[config.mk]
export PLATFORM = sky130hd
export DESIGN_NAME = alu_seq
export DESIGN_NICKNAME = d
export VERILOG_FILES = /design/src/rtl/alu_seq_pkg.sv /design/src/rtl/alu_digit.sv /design/src/rtl/alu_seq.sv
export SDC_FILE = /design/constraint.sdc
export NUM_CORES = 1
export LEC_CHECK = 0
export BUFFER_PORTS_ARGS = -buffer_cell sky130_fd_sc_hd__buf_4
export CORE_MARGIN = 10
export CORE_UTILIZATION = 37
export DETAILED_ROUTE_END_ITERATION = 8
export PLACE_DENSITY_LB_ADDON = 0.2
export SYNTH_ARGS = -nofsm -noshare
export SYNTH_HDL_FRONTEND = slang
export SYNTH_SLANG_ARGS = --single-unit
export TNS_END_PERCENT = 1
[constraint.sdc]
create_clock -name clk -period 3.8 [get_ports clk]
set_input_delay 0.38 -clock clk [delete_from_list [all_inputs] [get_ports clk]]
set_output_delay 0.38 -clock clk [all_outputs]
set_load 0.005 [all_outputs]
[src/rtl/alu_seq_pkg.sv]
// Shared opcode groups, m-select codes, FSM state type and latched-control payload for alu_seq.
package alu_seq_pkg;

  // sel[3:2] opcode groups
  localparam logic [1:0] ARITH = 2'b00;
  localparam logic [1:0] LOGIC = 2'b01;
  localparam logic [1:0] SHR   = 2'b10;
  localparam logic [1:0] SHL   = 2'b11;

  // sel[1:0] within ARITH: second addend m
  localparam logic [1:0] M_ZERO = 2'b00;
  localparam logic [1:0] M_B    = 2'b01;
  localparam logic [1:0] M_NB   = 2'b10;
  localparam logic [1:0] M_ONES = 2'b11;

  // sel[1:0] within LOGIC
  localparam logic [1:0] LG_AND = 2'b00;
  localparam logic [1:0] LG_OR  = 2'b01;
  localparam logic [1:0] LG_XOR = 2'b10;
  localparam logic [1:0] LG_NOT = 2'b11;

  typedef enum logic [1:0] {
    ST_IDLE = 2'd0,
    ST_RUN  = 2'd1,
    ST_DONE = 2'd2
  } state_t;

  typedef struct packed {
    logic [3:0] sel;
    logic       sin;
  } op_ctl_t;

  // Single bit of the arithmetic second addend for a given m-select
  function automatic logic m_bit(input logic [1:0] msel, input logic bv);
    logic r;
    case (msel)
      M_ZERO:  r = 1'b0;
      M_B:     r = bv;
      M_NB:    r = ~bv;
      default: r = 1'b1;
    endcase
    return r;
  endfunction

endpackage

[src/rtl/alu_digit.sv]
// Combinational DIGIT-bit ALU slice: arithmetic, logic and one-bit shifts using neighbour bits.
module alu_digit
  import alu_seq_pkg::*;
#(
  parameter int unsigned DIGIT = 4
) (
  input  logic [DIGIT-1:0] a,
  input  logic [DIGIT-1:0] b,
  input  logic             nb_hi,
  input  logic             nb_lo,
  input  logic             ci,
  input  logic [3:0]       sel,
  output logic [DIGIT-1:0] r,
  output logic             co
);

  logic [DIGIT-1:0] m;
  logic [DIGIT:0]   sum;
  logic [DIGIT+1:0] ext;

  always_comb begin
    m = '0;
    case (sel[1:0])
      M_ZERO:  m = '0;
      M_B:     m = b;
      M_NB:    m = ~b;
      default: m = '1;
    endcase
  end

  assign sum = {1'b0, a} + {1'b0, m} + (DIGIT+1)'(ci);
  // Neighbour bits framing the digit so shifts are plain slices
  assign ext = {nb_hi, a, nb_lo};

  always_comb begin
    r  = '0;
    co = 1'b0;
    case (sel[3:2])
      ARITH: begin
        r  = sum[DIGIT-1:0];
        co = sum[DIGIT];
      end
      LOGIC: begin
        case (sel[1:0])
          LG_AND:  r = a & b;
          LG_OR:   r = a | b;
          LG_XOR:  r = a ^ b;
          default: r = ~a;
        endcase
      end
      SHR:     r = ext[DIGIT+1:2];
      default: r = ext[DIGIT-1:0];
    endcase
  end

endmodule

[src/rtl/alu_seq.sv]
// Digit-serial ALU: processes WIDTH/DIGIT digits LSB-first, one per cycle, through a shared slice.
// Define ALU_SEQ_FLAGS_EN to compile in the {V, N, Z} flag registers; otherwise flags reads 0.
module alu_seq
  import alu_seq_pkg::*;
#(
  parameter int unsigned WIDTH = 32,
  parameter int unsigned DIGIT = 4
) (
  input  logic             clk,
  input  logic             rst_n,
  input  logic             start,
  input  logic [3:0]       sel,
  input  logic [WIDTH-1:0] a,
  input  logic [WIDTH-1:0] b,
  input  logic             cin,
  input  logic             sin,
  output logic             busy,
  output logic             done,
  output logic [WIDTH-1:0] result,
  output logic             cout,
  output logic [2:0]       flags
);

  localparam int unsigned N     = WIDTH / DIGIT;
  localparam int unsigned CNT_W = (N > 1) ? $clog2(N) : 1;
  localparam int unsigned IDX_W = $clog2(WIDTH + 1);

  if ((DIGIT == 0) || (WIDTH % DIGIT != 0)) begin : g_width_check
    $error("alu_seq: WIDTH must be a non-zero multiple of DIGIT");
  end

  state_t           state;
  state_t           state_nx;
  logic [WIDTH-1:0] a_q;
  logic [WIDTH-1:0] b_q;
  op_ctl_t          ctl_q;
  logic             carry_q;
  logic [CNT_W-1:0] cnt;
  logic [WIDTH-1:0] res_acc;
  logic [WIDTH-1:0] res_nx;
  logic             last;
  logic [IDX_W-1:0] base;
  logic [IDX_W-1:0] base_hi;
  logic [DIGIT-1:0] a_dig;
  logic [DIGIT-1:0] b_dig;
  logic [DIGIT-1:0] r_dig;
  logic             nb_hi;
  logic             nb_lo;
  logic             dig_co;

  assign last    = (cnt == CNT_W'(N - 1));
  assign base    = IDX_W'(cnt) * IDX_W'(DIGIT);
  assign base_hi = base + IDX_W'(DIGIT);

  // Current digit and its neighbours, always taken from the latched operand; sin fills the ends
  assign a_dig = DIGIT'(a_q >> base);
  assign b_dig = DIGIT'(b_q >> base);
  assign nb_hi = 1'({ctl_q.sin, a_q} >> base_hi);
  assign nb_lo = 1'({a_q, ctl_q.sin} >> base);

  alu_digit #(.DIGIT(DIGIT)) u_digit (
    .a     (a_dig),
    .b     (b_dig),
    .nb_hi (nb_hi),
    .nb_lo (nb_lo),
    .ci    (carry_q),
    .sel   (ctl_q.sel),
    .r     (r_dig),
    .co    (dig_co)
  );

  // Partial result with the current digit merged in
  always_comb begin
    res_nx = res_acc;
    res_nx = (res_acc & ~(WIDTH'({DIGIT{1'b1}}) << base)) | (WIDTH'(r_dig) << base);
  end

  always_comb begin
    state_nx = state;
    case (state)
      ST_IDLE: if (start) state_nx = ST_RUN;
      ST_RUN:  if (last) state_nx = ST_DONE;
      ST_DONE: state_nx = start ? ST_RUN : ST_IDLE;
      default: state_nx = ST_IDLE;
    endcase
  end

`ifdef ALU_SEQ_FLAGS_EN
  logic [2:0] flags_nx;
  logic       ovf_nx;

  // Signed overflow: operands agree in sign but the sum does not
  assign ovf_nx = (ctl_q.sel[3:2] == ARITH)
               && (a_q[WIDTH-1] == m_bit(ctl_q.sel[1:0], b_q[WIDTH-1]))
               && (res_nx[WIDTH-1] != a_q[WIDTH-1]);
  assign flags_nx = {ovf_nx, res_nx[WIDTH-1], ~|res_nx};
`else
  assign flags = 3'b000;
`endif

  always_ff @(posedge clk) begin
    if (!rst_n) begin
      state   <= ST_IDLE;
      busy    <= 1'b0;
      done    <= 1'b0;
      result  <= '0;
      cout    <= 1'b0;
      a_q     <= '0;
      b_q     <= '0;
      ctl_q   <= '0;
      carry_q <= 1'b0;
      cnt     <= '0;
      res_acc <= '0;
`ifdef ALU_SEQ_FLAGS_EN
      flags   <= 3'b000;
`endif
    end else begin
      state <= state_nx;
      busy  <= (state_nx == ST_RUN);
      done  <= (state_nx == ST_DONE);
      if (state != ST_RUN) begin
        if (start) begin
          a_q       <= a;
          b_q       <= b;
          ctl_q.sel <= sel;
          ctl_q.sin <= sin;
          carry_q   <= cin;
          cnt       <= '0;
          res_acc   <= '0;
        end
      end else begin
        res_acc <= res_nx;
        carry_q <= dig_co;
        cnt     <= cnt + CNT_W'(1);
        if (last) begin
          result <= res_nx;
          cout   <= dig_co;
`ifdef ALU_SEQ_FLAGS_EN
          flags  <= flags_nx;
`endif
        end
      end
    end
  end

endmodule

==> summary.txt <==
Synthesis
  – Area leader, netlist: dfxtp_1
  – Syn avg cell area: approximately 8.5 um2
  – Yosys warnings: 0
  – Async S/R FF share, synth: 0%
  – Area share of the largest cell type after synthesis: between 40 and 50%
  – Register bit count reported by yosys: approximately 140
  – Cells after Synth: 797
  – Register area share after synthesis: between 40% and 50%
  – Area of the mapped netlist: between 0.006 and 0.007 mm2
  – Top cells by area, synth: dfxtp_1 (41%), nand2_1 (11%), a21boi_0 (7.8%), mux4_2 (4.3%), ha_1 (3.3%)
  – EDFF count, synth: 0
  – Synth cell types: 53
  – Top FF cell, synth: dfxtp_1

Die
  – Row count: 49
  – Die Span Y: between 150 and 200 um
  – I/O pin cnt: 111
  – Die width: between 150 and 200 um
  – Starting Density: 37.72%
  – Core ar.: ~0.018 mm2
  – Die ar.: 0.02413 mm2

Placed design
  – Detailed placement HPWL: about 14 mm
  – Setup slack at placement: 284.6 ps
  – Post-DP Area: 0.007774 mm2
  – PortBufs: between 100 and 150
  – Placer congestion estimate: ~0.83

Power
  – Cell Pwr Density: ~450 mW/mm2
  – Switch share: between 20% and 30%
  – Int Pwr: ~2.9 mW
  – P_leak: ~3.4 nW
  – Final Power: between 3 and 4 mW
  – Clock Power Share: 48.4%
  – VDD IR max: 0.0003706 V
  – Gate power share: around 11%
  – Switching power: roughly 0.94 mW
  – Sequential Power Share: approximately two fifths

Clocking
  – Num CTS Buffers: 17
  – Clock Sinks: between 100 and 150
  – H-tree levels: 4
  – Worst-path clk slew: approximately 60 ps
  – Setup bufs post-CTS: 0
  – CTS Hold Bufs: 0
  – Clock tree buffer depth: 2
  – Latest clock arrival within the worst-skew pair: approximately 420 ps
  – CTS tree: yes
  – Post-CTS sizing: 0
  – Clock root cell: clkbuf_16

Timing
  – Tcrit/Tclk final: 91.84%
  – Skew final: between 8 and 9 ps
  – Max Freq: roughly 290 MHz
  – Setup Viol. Count Final: 0
  – Slew HR: a little under a third
  – Final Max Slew Viols: 0
  – Setup TNS Final: 0 ps
  – RSZ-0062 raised after global routing: no
  – Crit path time final: 3490 ps
  – Final hold vios: 0
  – Final worst slack: 310.3 ps
  – Worst Tran Pin Value: a little over 1000 ps

Setup path
  – Worst path required time: roughly 4100 ps
  – Cells along the critical path: buf_4, mux2i_1, mux4_2, inv_1, ha_1, a21oi_1, a2111oi_0, nand4bb_1, a21oi_2, o31ai_1
  – Critical Path Max Stage Delay: approximately 760 ps
  – Worst setup SP type: flip-flop
  – CP Class: reg2reg
  – Critical Path AT: around 3800 ps
  – Slowest-stage cell, CP: a21oi_2
  – Crit-path max FO: 15
  – Setup crit end kind: flip-flop

Route
  – Final WL: roughly 19 mm
  – DRC: 0
  – Initial DRC count: 356
  – Drt pass-1 iters: 4
  – Final ANT Viol Nets: 0
  – Vias per cell: about 5.2
  – DR WL/cell: roughly 17 um
  – Vias: ~6000

Finish
  – Most frequent cells in the layout: nand2_1 (197), dfxtp_1 (137), buf_4 (128)
  – Final Cell Area: ~0.0084 mm2
  – Final nets: slightly below 1000
  – Syn-to-layout area delta: 24.39%
  – Commonest non-fill, non-tap cell in the layout: nand2_1
  – Antenna Cells: 0
  – Share of cells above drive strength 1: 22.97%
  – Util after Layout: a little under half

Status
  – Run status: finished clean

Global route
  – Gr ovfl total: 0
  – GRT Total Usage: between 10% and 20%
  – Antenna violations before repair: 0
  – Global-route wire length before repair: 31.15 mm
  – Largest net degree at the start of global routing: 61
  – Vias in the first global route: 5900

Worst hold path
  – Worst Hold Class: in2reg

Job
  – Max cap viols: 0
Yosys cell counts, types with 8 or more instances:
cell        n
o21ai_1    18
ha_1       18
clkbuf_1   37
o31ai_1    29
o21ai_0    37
nor2_1     11
or2_2      18
buf_2       8
mux4_2     13
or3_1      18
a21oi_1    40
mux2i_1    21
a21boi_0   70
nand2_1   198
and2_1      9
inv_1      14
dfxtp_1   138
nand3_1    10
worst max-delay path, delay by kind of cell, from the launching register on:
kind | cells | cell delay (ps)
mux | 2 | 630
compound gates | 4 | 1260
simple gates | 1 | 230
buf+inv | 2 | 430
flops | 1 | 500
fa+ha+maj | 1 | 270
state kept, by name, summed over array words and instances (netlist names):
register,count
a_q,32
b_q,32
busy,1
carry_q,1
cnt,3
cout,1
ctl_q,5
done,1
res_acc,28
result,32
state,2
routing by layer:
| layer | global-route usage (%) | share of wire [%] |
|---|---|---|
| met5 | 0 | 0 |
| met4 | 5.838 | 1.8 |
| met3 | 4.715 | 6.6 |
| met2 | 23.76 | 43 |
| met1 | 20.80 | 49 |
power groups by stage:
stage,Sequential [mW],Clock [mW],Combinational (mW)
floorplan,1.55,0,0.282
global placement,1.57,0,0.419
detailed placement,1.57,0,0.422
CTS,1.54,1.86,0.424
global route,1.55,1.92,0.467
finish,1.54,1.84,0.421
kinds of logic after synthesis:
group	count (synthesis)	share of synthesized area, %
DFF	138	40.77
xor gates and xnor gates	1	0.1293
AOI/OAI and AO/OA	229	22.29
adders and majority gates	20	3.914
buffers and inverters	74	4.856
other	1	0.05534
and+or+nand+nor	298	19.79
muxes	36	8.198
through the flow:
stage / std cells / hold slack [ps]
floorplan: 799 / 416.7
global placement: 1098 / 434.9
CTS: 1130 / 202.5
detailed placement: 1098 / 436.4
finish: 1130 / 213.4
global route: 1130 / 213.8
area by class of cell:
type | instances | area [um2]
Sequential cell | 138 | 2764
Fill cell | 1793 | 9534
Tap cell | 229 | 286.5
Inverter | 16 | 60.06
Clock buffer | 18 | 439.2
Timing Repair Buffer | 128 | 960.9
Multi-Input combinational cell | 587 | 3702
Clock inverter | 14 | 216.5
final timing paths:
path                   start    endpoint  slack (ps)  cells past startpoint
hold / removal         b[15]     b_q[15]         210                      3
setup reg to reg      cnt[0]  res_acc[7]         310                     10
setup / recovery      cnt[0]  res_acc[7]         310                     10
hold reg to reg   res_acc[6]  res_acc[6]         450                      2
(Power assumes the default switching activity.)
